<file path="config.mk">
export PLATFORM = sky130hd
export DESIGN_NAME = decoder_stage
export DESIGN_NICKNAME = d
export VERILOG_FILES = /design/src/rtl/decoder_stage.sv
export SDC_FILE = /design/constraint.sdc
export NUM_CORES = 1
export LEC_CHECK = 0
export ABC_AREA = 1
export BUFFER_PORTS_ARGS = -buffer_cell sky130_fd_sc_hd__buf_4
export CAP_MARGIN = 20
export CORE_UTILIZATION = 30
export CTS_CLUSTER_DIAMETER = 100
export DETAILED_ROUTE_END_ITERATION = 16
export PLACE_DENSITY = 0.58
export SYNTH_ARGS = -nofsm -noshare
export SYNTH_HDL_FRONTEND = slang
export SYNTH_SLANG_ARGS = --single-unit
</file>
<file path="constraint.sdc">
create_clock -name clk -period 1.85 [get_ports clk]
set_input_delay 0.4625 -clock clk [delete_from_list [all_inputs] [get_ports clk]]
set_output_delay 0.4625 -clock clk [all_outputs]
set_load 0.05 [all_outputs]
</file>
<file path="src/rtl/decoder_stage.sv">
// -----------------------------------------------------------------------------
// decoder_stage
//   Registered instruction decoder. Each rising edge of clk samples the 16-bit
//   instruction word ([15:12] opcode, [11:8] register field, [7:0] immediate)
//   and presents the matching control word one cycle later.
//
// Ports
//   clk            in   1  rising-edge clock for all state
//   rst_n          in   1  synchronous active-low reset (outputs -> NOP)
//   instruction    in  16  instruction word
//   MemoryWrite    out  1  memory store enable
//   WriteRegFrom   out  2  writeback source: 0 memory, 1 ALU, 2 immediate
//   RegToWrite     out  4  destination register index (instruction[11:8])
//   Immediate      out  8  immediate / branch target (instruction[7:0])
//   RegWriteEnSc   out  1  scalar register-file write enable
//   RegWriteEnVec  out  1  vector register-file write enable
//   OverWriteNz    out  1  update N/Z flags
//   PcWriteEn      out  3  PC load enable: bit2 jmp, bit1 je, bit0 jne
//   AluOpCode      out  3  ALU operation
//   IllegalOp      out  1  opcode 0xB/0xE seen (only with DECODER_ILLEGAL_OP_EN)
//
// Build option
//   DECODER_ILLEGAL_OP_EN  adds the registered IllegalOp output.
// -----------------------------------------------------------------------------
module decoder_stage (
  input  logic        clk,
  input  logic        rst_n,
  input  logic [15:0] instruction,
  output logic        MemoryWrite,
  output logic [1:0]  WriteRegFrom,
  output logic [3:0]  RegToWrite,
  output logic [7:0]  Immediate,
  output logic        RegWriteEnSc,
  output logic        RegWriteEnVec,
  output logic        OverWriteNz,
  output logic [2:0]  PcWriteEn,
`ifdef DECODER_ILLEGAL_OP_EN
  output logic        IllegalOp,
`endif
  output logic [2:0]  AluOpCode
);

  typedef enum logic [3:0] {
    OP_LOSC  = 4'h0,
    OP_XOR   = 4'h1,
    OP_ADD   = 4'h2,
    OP_SUB   = 4'h3,
    OP_MUL   = 4'h4,
    OP_RSHF  = 4'h5,
    OP_LSHF  = 4'h6,
    OP_INC   = 4'h7,
    OP_JE    = 4'h8,
    OP_JNE   = 4'h9,
    OP_JMP   = 4'hA,
    OP_RSVB  = 4'hB,
    OP_SVPIX = 4'hC,
    OP_LOPIX = 4'hD,
    OP_RSVE  = 4'hE,
    OP_LMEM  = 4'hF
  } opcode_e;

  localparam logic [1:0] WB_MEM = 2'd0;
  localparam logic [1:0] WB_ALU = 2'd1;
  localparam logic [1:0] WB_IMM = 2'd2;

  opcode_e opcode;
  assign opcode = opcode_e'(instruction[15:12]);

  // Next-state control word
  logic       mem_write_d;
  logic [1:0] wb_sel_d;
  logic       reg_we_sc_d;
  logic       reg_we_vec_d;
  logic       nz_we_d;
  logic [2:0] pc_we_d;
  logic [2:0] alu_op_d;
  logic       illegal_d;

  // Registered control word
  logic       mem_write_q;
  logic [1:0] wb_sel_q;
  logic [3:0] reg_idx_q;
  logic [7:0] imm_q;
  logic       reg_we_sc_q;
  logic       reg_we_vec_q;
  logic       nz_we_q;
  logic [2:0] pc_we_q;
  logic [2:0] alu_op_q;
  logic       illegal_q;

  always_comb begin
    // Everything defaults to NOP; each opcode only raises what it needs.
    mem_write_d  = 1'b0;
    wb_sel_d     = WB_MEM;
    reg_we_sc_d  = 1'b0;
    reg_we_vec_d = 1'b0;
    nz_we_d      = 1'b0;
    pc_we_d      = 3'b000;
    alu_op_d     = 3'd0;
    illegal_d    = 1'b0;

    case (opcode)
      OP_LOSC: begin
        reg_we_sc_d = 1'b1;
        wb_sel_d    = WB_IMM;
      end
      // Vector ALU ops: the low opcode bits are the ALU operation code.
      OP_XOR, OP_ADD, OP_SUB, OP_MUL, OP_RSHF, OP_LSHF: begin
        alu_op_d     = instruction[14:12];
        wb_sel_d     = WB_ALU;
        nz_we_d      = 1'b1;
        reg_we_vec_d = 1'b1;
      end
      // inc shares the ALU path but writes the scalar register file.
      OP_INC: begin
        alu_op_d    = 3'd7;
        wb_sel_d    = WB_ALU;
        nz_we_d     = 1'b1;
        reg_we_sc_d = 1'b1;
      end
      OP_JE:    pc_we_d = 3'b010;
      OP_JNE:   pc_we_d = 3'b001;
      OP_JMP:   pc_we_d = 3'b100;
      OP_SVPIX: mem_write_d = 1'b1;
      OP_LOPIX: begin
        reg_we_vec_d = 1'b1;
        wb_sel_d     = WB_MEM;
      end
      OP_LMEM: begin
        reg_we_sc_d = 1'b1;
        wb_sel_d    = WB_MEM;
      end
      // Reserved opcodes behave as NOP; flagged for the optional output.
      OP_RSVB, OP_RSVE: illegal_d = 1'b1;
      default: ;
    endcase
  end

  always_ff @(posedge clk) begin
    if (!rst_n) begin
      // The instruction sampled on a reset edge is dropped entirely.
      mem_write_q  <= 1'b0;
      wb_sel_q     <= WB_MEM;
      reg_idx_q    <= 4'd0;
      imm_q        <= 8'd0;
      reg_we_sc_q  <= 1'b0;
      reg_we_vec_q <= 1'b0;
      nz_we_q      <= 1'b0;
      pc_we_q      <= 3'b000;
      alu_op_q     <= 3'd0;
      illegal_q    <= 1'b0;
    end else begin
      mem_write_q  <= mem_write_d;
      wb_sel_q     <= wb_sel_d;
      reg_idx_q    <= instruction[11:8];
      imm_q        <= instruction[7:0];
      reg_we_sc_q  <= reg_we_sc_d;
      reg_we_vec_q <= reg_we_vec_d;
      nz_we_q      <= nz_we_d;
      pc_we_q      <= pc_we_d;
      alu_op_q     <= alu_op_d;
      illegal_q    <= illegal_d;
    end
  end

  assign MemoryWrite   = mem_write_q;
  assign WriteRegFrom  = wb_sel_q;
  assign RegToWrite    = reg_idx_q;
  assign Immediate     = imm_q;
  assign RegWriteEnSc  = reg_we_sc_q;
  assign RegWriteEnVec = reg_we_vec_q;
  assign OverWriteNz   = nz_we_q;
  assign PcWriteEn     = pc_we_q;
  assign AluOpCode     = alu_op_q;

`ifdef DECODER_ILLEGAL_OP_EN
  assign IllegalOp = illegal_q;
`else
  // Without the option the flag register has no load and is trimmed away.
  logic unused_illegal;
  assign unused_illegal = illegal_q;
`endif

endmodule

</file>
==> results.ini, run 1 <==
[critical_path]
cp.required_ns = 1.39
start_kind = flop
endpoint_kind = output pin
critPathSlowestCell = dfxtp_1
max_stage_delay_ns = 0.34
crit_buf_inv = 1
crit_chain = buf_4
cp_top_family = flip-flops
worstSetupPathType = reg -> out
cp.arrival_ns = 0.83
crit_path_max_fanout = 1

[layout]
drive_above_1_share = 0.4355
finalNonFillerCells = 152
nets = 144
area_growth_syn_to_layout_pct = 46.51
diodes = 0

[logic_synthesis]
syn_inst = 82
synth_area_leader_cell = dfxtp_1
synth_seq_cells = 24
ys_top_cells_by_area = dfxtp_1 64%, nand2_1 9.0%, inv_1 7.5%
avgSynthCellArea_sq_um = 9.186
mappedNetlistNets = 100
synth_cell_types = 15
yosys_warnings = 0
yosysTopAreaCellShare = 0.6379
synth-seq-area-share = 0.6379
syn_area_sq_um = 753.2

[grt]
grt_max_degree = 17
busiest_layer = met2
grt_antenna_before_repair = 0
grt_use_met1 = 0.1299
globalRouteTotalUtil = 0.1082
grt_pass1_vias = 557
grtUsageMet2 = 0.1752
grt_pass1_wl_mm = 2.132
grt_use_met3 = 0.02924
grt-ovfl-total = 0

[power]
ir_drop_mv = 0.4069
seq_power_share = 0.572
power.density_nw_per_um2 = 865.2
pwr-share-comb = 0.204
internal_power_uw = 681.7
pwr-share-clk = 0.224
leakagePower_uw = 0.0006214
switching_share = 0.2860
p_sw_uw = 273.1

[route]
ant_nets = 0
wirelength_mm = 1.393
first_pass_iters = 2
drt_first_iter_violations = 8
wl_per_cell_microns = 9.164
vias_per_cell = 3.993
vias = 607
drc = 0

[place]
gp_congestion = 0.8090
dpl.hpwl_mm = 1.049
portBuffers = 41
place_inst = 149

[worst_hold_path]
min_to = RegToWrite[2]
min_from = instruction[10]
hold_path.class = in -> reg
hold_depth = 3

[clock_network]
cts_root_buffer = clkbuf_4
post_cts_buffers = 0
numCtsBuffers = 3
cts_sinks = 24
clkTransAtPathRegs_ns = 0.12
clockBufferDepth = 2
hold_buffers = 0
post_cts_resized = 0
cts_tree = yes
cts_max_level = 1

[sta]
slew_headroom = 0.8777
final_max_slew_viol_count = 0
fin_crit_ns = 1.293
fmax_mhz = 773.3
finalHoldViolations = 0
setup_viol = 0
rsz0062_at_grt = no
period_share = 0.6990
worstMarginPinSlew_ns = 0.1835
finalSetupTns_ns = 0

[die]
initial_core_util = 0.3279
pin_count = 42
rows = 17
dieArea_sq_um = 2715
die_y_microns = 52.11
core_sq_um = 2297
die_x_microns = 52.11

[flow_run]
max_cap_violations = 0

[run_status]
outcome = finished clean

logic make-up (layout without fill, tap and decap cells):
group | Yosys count | count (layout) | share of synthesized area
AOI/OAI and AO/OA | 3 | 3 | 0.02492
buffers and inverters | 20 | 62 | 0.1096
DFF | 24 | 24 | 0.6379
and+or+nand+nor | 35 | 35 | 0.2276
registers in the layout, summed over array words and instances (netlist names):
register       count
AluOpCode          3
Immediate          8
MemoryWrite        1
OverWriteNz        1
PcWriteEn          3
RegToWrite         4
RegWriteEnSc       1
RegWriteEnVec      1
WriteRegFrom       2
per-stage QoR:
| stage | area (sq um) | total power (uW) | utilization | setup slack, ns | hold WS, ns |
|---|---|---|---|---|---|
| after global placement | 1081 | 753.2 | 0.4706 | 0.8063 | 0.6437 |
| final | 1104 | 954.8 | 0.4804 | 0.5569 | 0.3308 |
| after CTS | 1104 | 971.0 | 0.4804 | 0.5373 | 0.3211 |
| after floorplan | 753.2 | 680.3 | - | 0.8002 | 0.5393 |
| after global routing | 1104 | 999.1 | 0.4804 | 0.5198 | 0.3251 |
| after detailed placement | 1081 | 753.8 | 0.4706 | 0.7868 | 0.6495 |
metal layers:
layer,routed length [microns],vias to the layer above
li1,-,321
met1,621,256
met2,624,30
met3,147,0
met4,0,0
met5,0,-
cell usage after synthesis:
master / instances
a21oi_1: 2
a21oi_2: 1
buf_4: 2
dfxtp_1: 24
inv_1: 15
inv_2: 3
nand2_1: 18
nand2_2: 1
nand2_4: 1
nand3_1: 3
nand3_2: 1
nor2_1: 6
nor2_2: 1
nor2_4: 2
nor3_1: 2
cell usage in the layout, fill, tap and decap left out:
master and count:
nand2_2 1, nor2_2 1, a21oi_1 2, inv_2 3, nor3_1 2, nand3_2 1, buf_4 41, inv_1 15
nor2_1 6, clkbuf_4 3, a21oi_2 1, nor2_4 2, dfxtp_1 24, nand3_1 3, nand2_4 1, nand2_1 18
power by group through the flow:
stage / sequential [uW] / clock [uW] / combinational [uW]
after global routing: 548 / 243 / 208
after CTS: 547 / 228 / 196
after floorplan: 642 / 0 / 38.8
final: 546 / 214 / 195
after global placement: 558 / 0 / 195
after detailed placement: 558 / 0 / 196
cell type report:
type                       count  area (sq um)
timing repair buffer          41         307.8
sequential                    24         480.5
inverter                      18         67.56
fill                         235          1194
multi-input combinational     38         190.2
tap                           28         35.03
clock buffer                   3         22.52
how the worst max path moves through the flow:
stage          cells past startpoint             to  slack, ns     startpoint
2_1_floorplan                      0   AluOpCode[0]       0.80   AluOpCode[0]
3_3_place_gp                       5  RegWriteEnVec       0.81          rst_n
3_5_place_dp                       5  RegWriteEnVec       0.79          rst_n
4_1_cts                            1  RegWriteEnVec       0.54  RegWriteEnVec
5_1_grt                            1  RegToWrite[2]       0.52  RegToWrite[2]
6_report                           1  RegWriteEnVec       0.56  RegWriteEnVec
Note: power is estimated with default switching activity, not from simulation.
==> run 2, diff against run 1 <==
--- a/config.mk
+++ b/config.mk
@@ -5,7 +5,7 @@
 export SDC_FILE = /design/constraint.sdc
 export NUM_CORES = 1
 export LEC_CHECK = 0
-export ABC_AREA = 1
+export ABC_AREA = 0
 export BUFFER_PORTS_ARGS = -buffer_cell sky130_fd_sc_hd__buf_4
 export CAP_MARGIN = 20
 export CORE_UTILIZATION = 30
==> constraint.sdc (replaced) <==
create_clock -name clk -period 1.31 [get_ports clk]
set_input_delay 0.3275 -clock clk [delete_from_list [all_inputs] [get_ports clk]]
set_output_delay 0.3275 -clock clk [all_outputs]
set_load 0.05 [all_outputs]
==> results.ini, run 2 <==
[logic_synthesis]
synthArstFlopShare = 0  ; unchanged
yosys_warnings = 0  ; unchanged
ys_top_cells_by_area = dfxtp_1 63%, and2_1 11%, a2111oi_4 3.6%
synth_seq_cells = 24  ; unchanged
synth-seq-area-share = 0.6285  ; -0.009396
avgSynthCellArea_sq_um = 12.53  ; +36%
syn_area_sq_um = 764.5  ; +1.5%
synth_area_leader_cell = dfxtp_1
synth_most_common_cell = dfxtp_1
synthTopCellsByCount = 24 x dfxtp_1, 14 x and2_1, 3 x nor2_1
synth_cell_types = 21  ; +6
syn_inst = 61  ; -26%
synth_edf_count = 0  ; unchanged
synthFlopType = dfxtp_1
yosysTopAreaCellShare = 0.6285  ; -0.009396
mappedNetlistNets = 79  ; -21%

[place]
portBuffers = 41  ; unchanged
gp_congestion = 0.6436  ; -20%
place_inst = 127  ; -15%

[layout]
final_common_cell = buf_4
largest_register_ffs = 8  ; unchanged
diodes = 0  ; unchanged
finalNonFillerCells = 130  ; -14%
layout_common_cells = 41 x buf_4, 24 x dfxtp_1, 14 x and2_1, 3 x nor2_1, 3 x clkbuf_4
drive_above_1_share = 0.5098  ; +0.07432
nets = 122  ; -15%
area_growth_syn_to_layout_pct = 44.84

[grt]
busiest_layer = met2
grt-ovfl-total = 0  ; unchanged
globalRouteTotalUtil = 0.1120  ; +0.003795
grt_max_degree = 18  ; +1
grt_use_met1 = 0.1279  ; -0.002007
grt_use_met3 = 0.01739  ; -0.01185
grtUsageMet2 = 0.1814  ; +0.006221
grt_pass1_wl_mm = 2.139  ; +0.33%
grt_antenna_before_repair = 0  ; unchanged
grt_pass1_vias = 482  ; -13%

[critical_path]
start_kind = flop
cp.arrival_ns = 0.83  ; about the same
cp.required_ns = 0.98  ; -0.41 ns
endpoint_kind = output pin
crit_path_max_fanout = 1  ; unchanged
cp_top_family = flip-flops
crit_buf_inv = 1  ; unchanged
worstSetupPathType = reg -> out
crit_chain = buf_4
max_stage_delay_ns = 0.34  ; about the same
critPathSlowestCell = dfxtp_1

[die]
rows = 17  ; unchanged
pin_count = 42  ; unchanged
core_sq_um = 2297  ; unchanged
dieArea_sq_um = 2754  ; +1.4%
die_y_microns = 52.48  ; +0.72%
initial_core_util = 0.3328  ; +0.004902
die_x_microns = 52.48  ; +0.72%

[clock_network]
cts_root_buffer = clkbuf_4
post_cts_resized = 0  ; unchanged
clockBufferDepth = 2  ; unchanged
numCtsBuffers = 3  ; unchanged
clkTransAtPathRegs_ns = 0.12  ; about the same
post_cts_buffers = 0  ; unchanged
cts_sinks = 24  ; unchanged
hold_buffers = 0  ; unchanged
cts_max_level = 1  ; unchanged
cts_tree = yes

[route]
vias = 530  ; -13%
wl_per_cell_microns = 10.95  ; +19%
vias_per_cell = 4.077  ; +2.1%
first_pass_iters = 4  ; +2
wirelength_mm = 1.423  ; +2.2%
drc = 0  ; unchanged
drt_first_iter_violations = 5  ; -3
ant_nets = 0  ; unchanged

[sta]
rsz0062_at_grt = no
slew_headroom = 0.8477  ; -0.02994
final_max_slew_viol_count = 0  ; unchanged
fmax_mhz = 863.8
worstMarginPinSlew_ns = 0.2263  ; +0.04282 ns
fin_crit_ns = 1.158
finalHoldViolations = 0  ; unchanged
finalSetupTns_ns = 0  ; unchanged
holdWs_ns = 0.2246  ; -0.1062 ns
period_share = 0.8837
setup_viol = 0  ; unchanged

[power]
leakagePower_uw = 0.0005080  ; -18%
power.density_nw_per_um2 = 1211  ; +40%
ir_drop_mv = 0.5218  ; +28%

[worst_hold_path]
min_to = RegToWrite[2]
hold_path.class = in -> reg
hold_depth = 2  ; -1
min_from = instruction[10]

[flow_run]
max_cap_violations = 0  ; unchanged

[run_status]
outcome = finished clean

-- run 2: cells by family (layout without fill, tap and decap cells) --
family / after synthesis / in the layout / synth area share
simple gates: 29 / 29 / 0.2619
flops: 24 / 24 / 0.6285
buf+inv: 5 / 46 / 0.03927
compound gates: 3 / 3 / 0.07039
-- run 2: final cells by class --
cell class              instances  area [sq um]
well taps                      28         35.03
flip-flops and latches         24         480.5
repair buffers                 41         307.8
clock buffers                   3         22.52
multi-input cells              32         254.0
fillers                       228          1190
inverters                       2         7.507
-- run 2: how the worst max path moves through the flow --
stage / start / endpoint / slack, ns / depth (start not counted)
6_report: Immediate[6] / Immediate[6] / 0.15 / 1
3_5_place_dp: instruction[15] / RegWriteEnVec / 0.25 / 3
4_1_cts: Immediate[6] / Immediate[6] / 0.13 / 1
2_1_floorplan: instruction[13] / RegWriteEnVec / 0.34 / 3
3_3_place_gp: instruction[15] / RegWriteEnVec / 0.27 / 3
5_1_grt: RegWriteEnVec / RegWriteEnVec / 0.10 / 1
-- run 2: stage by stage --
stage	util	instance area (sq um)	worst slack, ns	power (uW)
after floorplan	-	764.5	0.3394	963.9
after global placement	0.4722	1085	0.2654	1060
after detailed placement	0.4722	1085	0.2464	1064
after CTS	0.4820	1107	0.1257	1364
after global routing	0.4820	1107	0.1005	1411
final	0.4820	1107	0.1523	1341
-- run 2: metal layers --
metal  vias to the layer above  wire (microns)
met3                         2              62
met2                        16             729
met1                       231             604
met4                         0              27
met5                         -               0
li1                        281               -
-- run 2: report_power, final --
part / switching [uW] / internal [uW]
combinational: 172 / 101
sequential: 8.89 / 762
clock: 190 / 107
total: 371 / 971
